==> src/rtl/pinky_issue_ctl.sv <==
// PinKY issue/interlock controller: scoreboard-based issue, stall or annul
// of the fetched word, with jump redirect and halt drain.
// Opcode map: add=5'h00 mov=5'h01 ldr=5'h08 str=5'h09 sys=5'h17, 2'b11xxx=PRE.
// CC map: 00=always 01=EQ 10=NE 11=S (set Z).
module pinky_issue_ctl #(
  parameter int unsigned NREGS = 16,
  parameter int unsigned PCREG = 15,
  parameter int unsigned STW   = 2
) (
  input  logic             clk,
  input  logic             reset,
  input  logic             fetch_valid,
  input  logic [15:0]      fetch_ir,
  output logic             issue_ready,
  output logic             issue_valid,
  output logic [15:0]      issue_ir,
  output logic             pre_active,
  input  logic             wb_valid,
  input  logic [3:0]       wb_dest,
  input  logic             wb_regwrite,
  input  logic             wb_setz,
  input  logic             wb_store,
  input  logic             zflag,
  output logic             flush,
  output logic             halt,
  output logic [NREGS-1:0] busy_mask,
  output logic [15:0]      stall_count
);

  localparam logic [4:0]     OP_LDR = 5'h08;
  localparam logic [4:0]     OP_STR = 5'h09;
  localparam logic [4:0]     OP_SYS = 5'h17;
  localparam logic [1:0]     CC_EQ  = 2'b01;
  localparam logic [1:0]     CC_NE  = 2'b10;
  localparam logic [1:0]     CC_S   = 2'b11;
  localparam logic [15:0]    BUBBLE = 16'h8000;
  localparam logic [3:0]     PC_IDX = 4'(PCREG);
  localparam logic [STW-1:0] ST_MAX = '1;

  typedef enum logic [1:0] {S_RUN, S_JWAIT, S_DRAIN, S_HALT} state_t;

  state_t           r_state, w_state_n;
  logic [NREGS-1:0] r_busy, w_busy_n;
  logic             r_zpend, w_zpend_n;
  logic [STW-1:0]   r_st_cnt, w_st_n;
  logic             r_pre_active, w_pre_n;
  logic             r_issue_valid, w_iv_n;
  logic [15:0]      r_issue_ir, w_ir_n;
  logic             r_flush, w_flush_n;
  logic             r_halt, w_halt_n;
  logic [15:0]      r_stall_count, w_stall_n;

  logic             w_issue_ready;
  logic             w_set_busy, w_set_z, w_st_inc, w_st_dec;

  // Field decode of the fetched word
  logic [4:0] w_op;
  logic [1:0] w_cc;
  logic       w_isreg;
  logic [3:0] w_dest, w_op2;
  logic       w_is_pre, w_is_str, w_is_ldr, w_is_sys, w_writes, w_jump;
  logic       w_hazard, w_annul;

  assign w_op     = fetch_ir[15:11];
  assign w_cc     = fetch_ir[10:9];
  assign w_isreg  = fetch_ir[8];
  assign w_dest   = fetch_ir[7:4];
  assign w_op2    = fetch_ir[3:0];
  assign w_is_pre = (fetch_ir[15:14] == 2'b11);
  assign w_is_str = (w_op == OP_STR);
  assign w_is_ldr = (w_op == OP_LDR);
  assign w_is_sys = (w_op == OP_SYS);
  assign w_writes = !(w_is_str || w_is_sys);
  assign w_jump   = w_writes && (w_dest == PC_IDX);

  // Interlocks evaluated against registered scoreboard state only
  assign w_hazard = r_busy[w_dest]
                 || (w_isreg && r_busy[w_op2])
                 || (r_zpend && ((w_cc == CC_EQ) || (w_cc == CC_NE)))
                 || (w_is_ldr && (r_st_cnt != '0))
                 || (w_is_str && (r_st_cnt == ST_MAX));
  assign w_annul  = ((w_cc == CC_EQ) && !zflag) || ((w_cc == CC_NE) && zflag);

  assign w_st_dec = wb_valid && wb_store;

  // State register and all registered outputs
  always_ff @(posedge clk) begin
    if (reset) begin
      r_state       <= S_RUN;
      r_busy        <= '0;
      r_zpend       <= 1'b0;
      r_st_cnt      <= '0;
      r_pre_active  <= 1'b0;
      r_issue_valid <= 1'b0;
      r_issue_ir    <= BUBBLE;
      r_flush       <= 1'b0;
      r_halt        <= 1'b0;
      r_stall_count <= 16'h0000;
    end else begin
      r_state       <= w_state_n;
      r_busy        <= w_busy_n;
      r_zpend       <= w_zpend_n;
      r_st_cnt      <= w_st_n;
      r_pre_active  <= w_pre_n;
      r_issue_valid <= w_iv_n;
      r_issue_ir    <= w_ir_n;
      r_flush       <= w_flush_n;
      r_halt        <= w_halt_n;
      r_stall_count <= w_stall_n;
    end
  end

  // Next-state, issue decision and scoreboard update
  always_comb begin
    w_state_n     = r_state;
    w_busy_n      = r_busy;
    w_zpend_n     = r_zpend;
    w_st_n        = r_st_cnt;
    w_pre_n       = r_pre_active;
    w_iv_n        = 1'b0;
    w_ir_n        = BUBBLE;
    w_flush_n     = 1'b0;
    w_halt_n      = 1'b0;
    w_stall_n     = r_stall_count;
    w_issue_ready = 1'b0;
    w_set_busy    = 1'b0;
    w_set_z       = 1'b0;
    w_st_inc      = 1'b0;

    case (r_state)
      S_RUN: begin
        // The cycle carrying the flush pulse never consumes a word
        if (!r_flush) begin
          w_issue_ready = w_is_pre || !w_hazard;
          if (fetch_valid) begin
            if (w_is_pre) begin
              w_iv_n  = 1'b1;
              w_ir_n  = fetch_ir;
              w_pre_n = 1'b1;
            end else if (w_hazard) begin
              if (r_stall_count != 16'hFFFF) w_stall_n = r_stall_count + 16'd1;
            end else if (w_annul) begin
              w_pre_n = 1'b0;
            end else begin
              w_iv_n     = 1'b1;
              w_ir_n     = fetch_ir;
              w_pre_n    = 1'b0;
              w_set_busy = w_writes;
              w_set_z    = (w_cc == CC_S);
              w_st_inc   = w_is_str;
              if (w_jump)        w_state_n = S_JWAIT;
              else if (w_is_sys) w_state_n = S_DRAIN;
            end
          end
        end
      end
      S_JWAIT: begin
        if (wb_valid && wb_regwrite && (wb_dest == PC_IDX)) begin
          w_state_n = S_RUN;
          w_flush_n = 1'b1;
        end
      end
      S_DRAIN: begin
        if ((r_busy == '0) && !r_zpend && (r_st_cnt == '0)) w_state_n = S_HALT;
      end
      S_HALT: begin
        w_state_n = S_HALT;
      end
      default: w_state_n = S_RUN;
    endcase

    w_halt_n = (w_state_n == S_HALT);

    // Writeback clear first, then issue set, so both land on one edge
    if (wb_valid && wb_regwrite) w_busy_n[wb_dest] = 1'b0;
    if (w_set_busy)              w_busy_n[w_dest]  = 1'b1;
    w_zpend_n = (r_zpend && !(wb_valid && wb_setz)) || w_set_z;
    if (w_st_inc && !w_st_dec)
      w_st_n = r_st_cnt + STW'(1);
    else if (!w_st_inc && w_st_dec && (r_st_cnt != '0))
      w_st_n = r_st_cnt - STW'(1);
  end

  assign issue_ready = w_issue_ready && !reset;
  assign issue_valid = r_issue_valid;
  assign issue_ir    = r_issue_ir;
  assign pre_active  = r_pre_active;
  assign flush       = r_flush;
  assign halt        = r_halt;
  assign busy_mask   = r_busy;
  assign stall_count = r_stall_count;

endmodule

==> config.mk <==
export PLATFORM = sky130hd
export DESIGN_NAME = pinky_issue_ctl
export DESIGN_NICKNAME = d
export VERILOG_FILES = /design/src/rtl/pinky_issue_ctl.sv
export SDC_FILE = /design/constraint.sdc
export NUM_CORES = 1
export LEC_CHECK = 0
export CORE_MARGIN = 1.5
export CORE_UTILIZATION = 45
export CTS_CLUSTER_DIAMETER = 100
export DETAILED_ROUTE_END_ITERATION = 10
export GPL_ROUTABILITY_DRIVEN = 0
export PLACE_DENSITY = 0.75
export RECOVER_POWER = 50
export SYNTH_ARGS = -nofsm -noshare
export SYNTH_HDL_FRONTEND = slang
export SYNTH_SLANG_ARGS = --single-unit
==> constraint.sdc <==
create_clock -name clk -period 5.2 [get_ports clk]
set_input_delay 0.52 -clock clk [delete_from_list [all_inputs] [get_ports clk]]
set_output_delay 0.52 -clock clk [all_outputs]
set_load 0.01 [all_outputs]
==> impl_summary.md <==
Logic synthesis
The gate count of the mapped netlist is 326. In this run, synthesis inferred 0 flip-flops with an integrated enable. Yosys attributes the largest share of cell area to dfxtp_1 38%, a21oi_1 4.5%, and2_1 4.2%, or4_1 3.5%, mux2i_1 3.3%. When the netlist entered floorplanning its net count stood at 358.

The average instance area after synthesis is 9.17 sq um. The area of the mapped netlist is 2990 sq um. Sequential cells were found to cover 38.2% of the synthesized design area. The number of different library cells used by synthesis comes to 61.

The post-synthesis sequential element count is 57. The top cell type by area accounts for 38.2% of the synthesized area. After synthesis, the share of flip-flops with an asynchronous set or reset is 0%. Summed over all instances, the cell type with the most area after synthesis is dfxtp_1. The number of synthesis warnings is 0. For this run, the leading register cell type out of synthesis is dfxtp_1.

Setup path
In this run the critical register-to-register path is captured at stall_count[10]. STA classifies the critical path startpoint as an input pin. Setup slack on the worst reg-to-reg path comes out at 2390 ps. The endpoint type of the worst setup path is an output port. The category of the critical setup timing path is input pin to output port.

In this run the critical register-to-register path is launched from busy_mask[8]. The number of cells traversed by the worst register-to-register path is 7. The critical path data arrival time is 3510 ps. The required time of the critical path is 4680 ps. The worst-path maximum fanout is 12.

Timing
The final-report hold violation count came to 0. The max-slew headroom at the worst pin is 33.0%. The number of slew-limit violations in the final report is 0. The slew at the pin with the worst max-slew slack is 1000 ps. The fmax is 248 MHz.

The final period utilization is 77.5%. On the final layout, the worst clock skew is 7.60 ps. Setup repair after global routing left no endpoint under its margin. The worst path meets setup with 1170 ps of slack. The clock period minus final worst setup slack is 4030 ps.

The final sum of negative setup slack is 0 ps. Setup violations remaining at the end of the flow were counted as 0.

Routing
For this block, the routed nets add up to 8.08 mm of wire. The length of the first detailed-routing pass in iterations is 4. Detailed routing inserted a total of 2879 vias. Detailed routing placed a total of 601 um of wire on met3. The number of design-rule violations left by the first detailed-router iteration is 148. In this run the remaining antenna-violating nets after routing total 0.

The total length of routed met2 wires is 3.82 mm. In the routed design, unresolved DRC markers number 0. For this block, wires on met1 add up to 3.51 mm.

After detailed routing, the number of vias per cell comes to 6.00. After detailed routing, no signal wire sits above met4. The wire length per cell is 16.8 um.

Flow run
Across the run, the number of max-cap violations was 0.

Worst hold path
The worst hold endpoint is pre_active. The min-delay analysis places its worst path in the category flop to flop. The source of the worst hold timing path is pre_active. Along the worst hold path, the cell count comes to 2.

Layout
Leaving out fill and tap cells, the most frequent cell in the layout is dfxtp_1. The count of inserted antenna diode cells is 0. Cells with a size suffix above 1 make up 6.45% of the layout.

The layout-stage area growth over the synthesis result is 31.5%. In the layout the commonest cells are 57 x dfxtp_1, 54 x dlygate4sd3_1, 27 x a21oi_1, 26 x clkdlybuf4s50_1. The net count of the finished layout is 431.

Place
The post-detailed-placement half-perimeter wirelength is 5.81 mm. The pre-CTS setup slack is 1230 ps. The count of buffers added on input and output ports is 80.

Die
Once the floorplan was initialized, standard cells occupied 46.8% of the core. After floorplanning, the core was divided into 29 placement rows. From bottom edge to top edge, the die measures 84.5 um. The top-level I/O count is 81.

The core area is 6390 sq um. The x dimension of the die is 84.5 um. The die covers 7140 sq um.

Clock network
At the later pin of the worst-skew pair, clock insertion delay measures 340 ps. The clock-pin slew reported for the worst setup and hold paths after clock tree synthesis is 60 ps. Buffers inserted during clock tree synthesis total 9. TritonCTS built the clock tree. The depth of the CTS H-tree is 3. The count of cells resized by post-cts repair is 0. CTS placed an instance of clkbuf_8 at the clock tree root. Once the clock tree was built, the setup fixing pass inserted 0 buffers. Clock tree synthesis found a total of 57 sinks. The clock tree buffer depth is 2. After clock tree synthesis, the flow added hold-fix buffers numbering 0.

Pwr
For this design the ratio of total power to cell area is 234 nW/um^2. The worst-case IR drop observed on VDD is 0.160 mV. Summed over all cells, the static leakage comes to 1.55 nW.

Global routing
The first global-routing pass estimated 13.1 mm of wire. The number of antenna violations at the first check in global routing is 0. After global routing the overflow that remains totals 0. Entering global routing, the biggest net connects 40 pins. The via count of the first global-routing pass is 2654. Global routing used 23.1% of the available tracks across all layers.

Outcome
The flow ran to the end, and the final reports show no timing, DRC or antenna violations.
## per-layer routing
metal / GRT usage [%] / vias up
met5: 0 / -
met4: 10.6 / 0
met3: 4.42 / 15
met2: 36.6 / 100
met1: 30.4 / 1362
li1: - / 1402
## how the worst max path moves through the flow
stage | startpoint | slack [ps] | end | cells past startpoint
6_report | fetch_ir[6] | 1170 | issue_ready | 7
5_1_grt | fetch_ir[6] | 1010 | issue_ready | 7
4_1_cts | fetch_ir[6] | 1230 | issue_ready | 7
3_5_place_dp | fetch_ir[6] | 1230 | issue_ready | 7
3_3_place_gp | fetch_ir[6] | 1300 | issue_ready | 7
2_1_floorplan | fetch_ir[0] | 2590 | issue_ready | 6
## cell usage after synthesis (6+ instances only)
library cell / instances
o31ai_1: 13
clkbuf_1: 8
o21ai_0: 10
dfxtp_1: 57
nand4_1: 15
inv_1: 6
or4_1: 14
nor2_1: 13
and2_1: 20
o21ai_1: 8
a21oi_1: 27
mux2i_1: 10
nand2_1: 20
nand3_1: 6
## critical path, cell delays in order
cell and delay (ps):
dlygate4sd3_1 840, mux4_1 650, a22oi_2 180, o311ai_4 160
or3_1 430, a21oi_1 170, clkdlybuf4s50_1 560
## report_power, final
part,internal (mW),switching [mW],leakage [nW],total [mW]
Clock,0.184,0.169,0.0778,0.353
Sequential,0.446,0.00519,0.462,0.451
Combinational,0.0519,0.0646,1.01,0.116
## per-stage QoR
stage | hold WS (ps) | area [sq um] | cells | util (%) | power [mW]
final | 485 | 3930 | 480 | 61.6 | 0.920
after CTS | 488 | 3940 | 480 | 61.7 | 0.930
after floorplan | 475 | 2990 | 326 | - | 0.526
after global routing | 515 | 3930 | 480 | 61.6 | 0.958
after global placement | 476 | 3780 | 465 | 59.2 | 0.579
after detailed placement | 479 | 3780 | 465 | 59.2 | 0.580
## cell type report
| cell class | instances | area, sq um |
|---|---|---|
| Multi-Input combinational cell | 243 | 1700 |
| Inverter | 6 | 22.5 |
| Fill cell | 543 | 2450 |
| Timing Repair Buffer | 82 | 816 |
| Sequential cell | 57 | 1140 |
| Tap cell | 77 | 96.3 |
| Clock buffer | 15 | 156 |
## cell families after synthesis
logic type,synth area share (%)
AOI/OAI and AO/OA,19.1
and+or+nand+nor,29.1
buffers and inverters,4.77
adders and majority gates,2.01
muxes,6.86
DFF,38.2
## registers in the layout, indices dropped and copies added (netlist names)
name	count
issue_ir	16
issue_valid	1
r_st_cnt	2
r_zpend	1
busy_mask	16
flush	1
pre_active	1
stall_count	16
halt	1
r_state	2
Note: power is estimated with default switching activity, not from simulation.
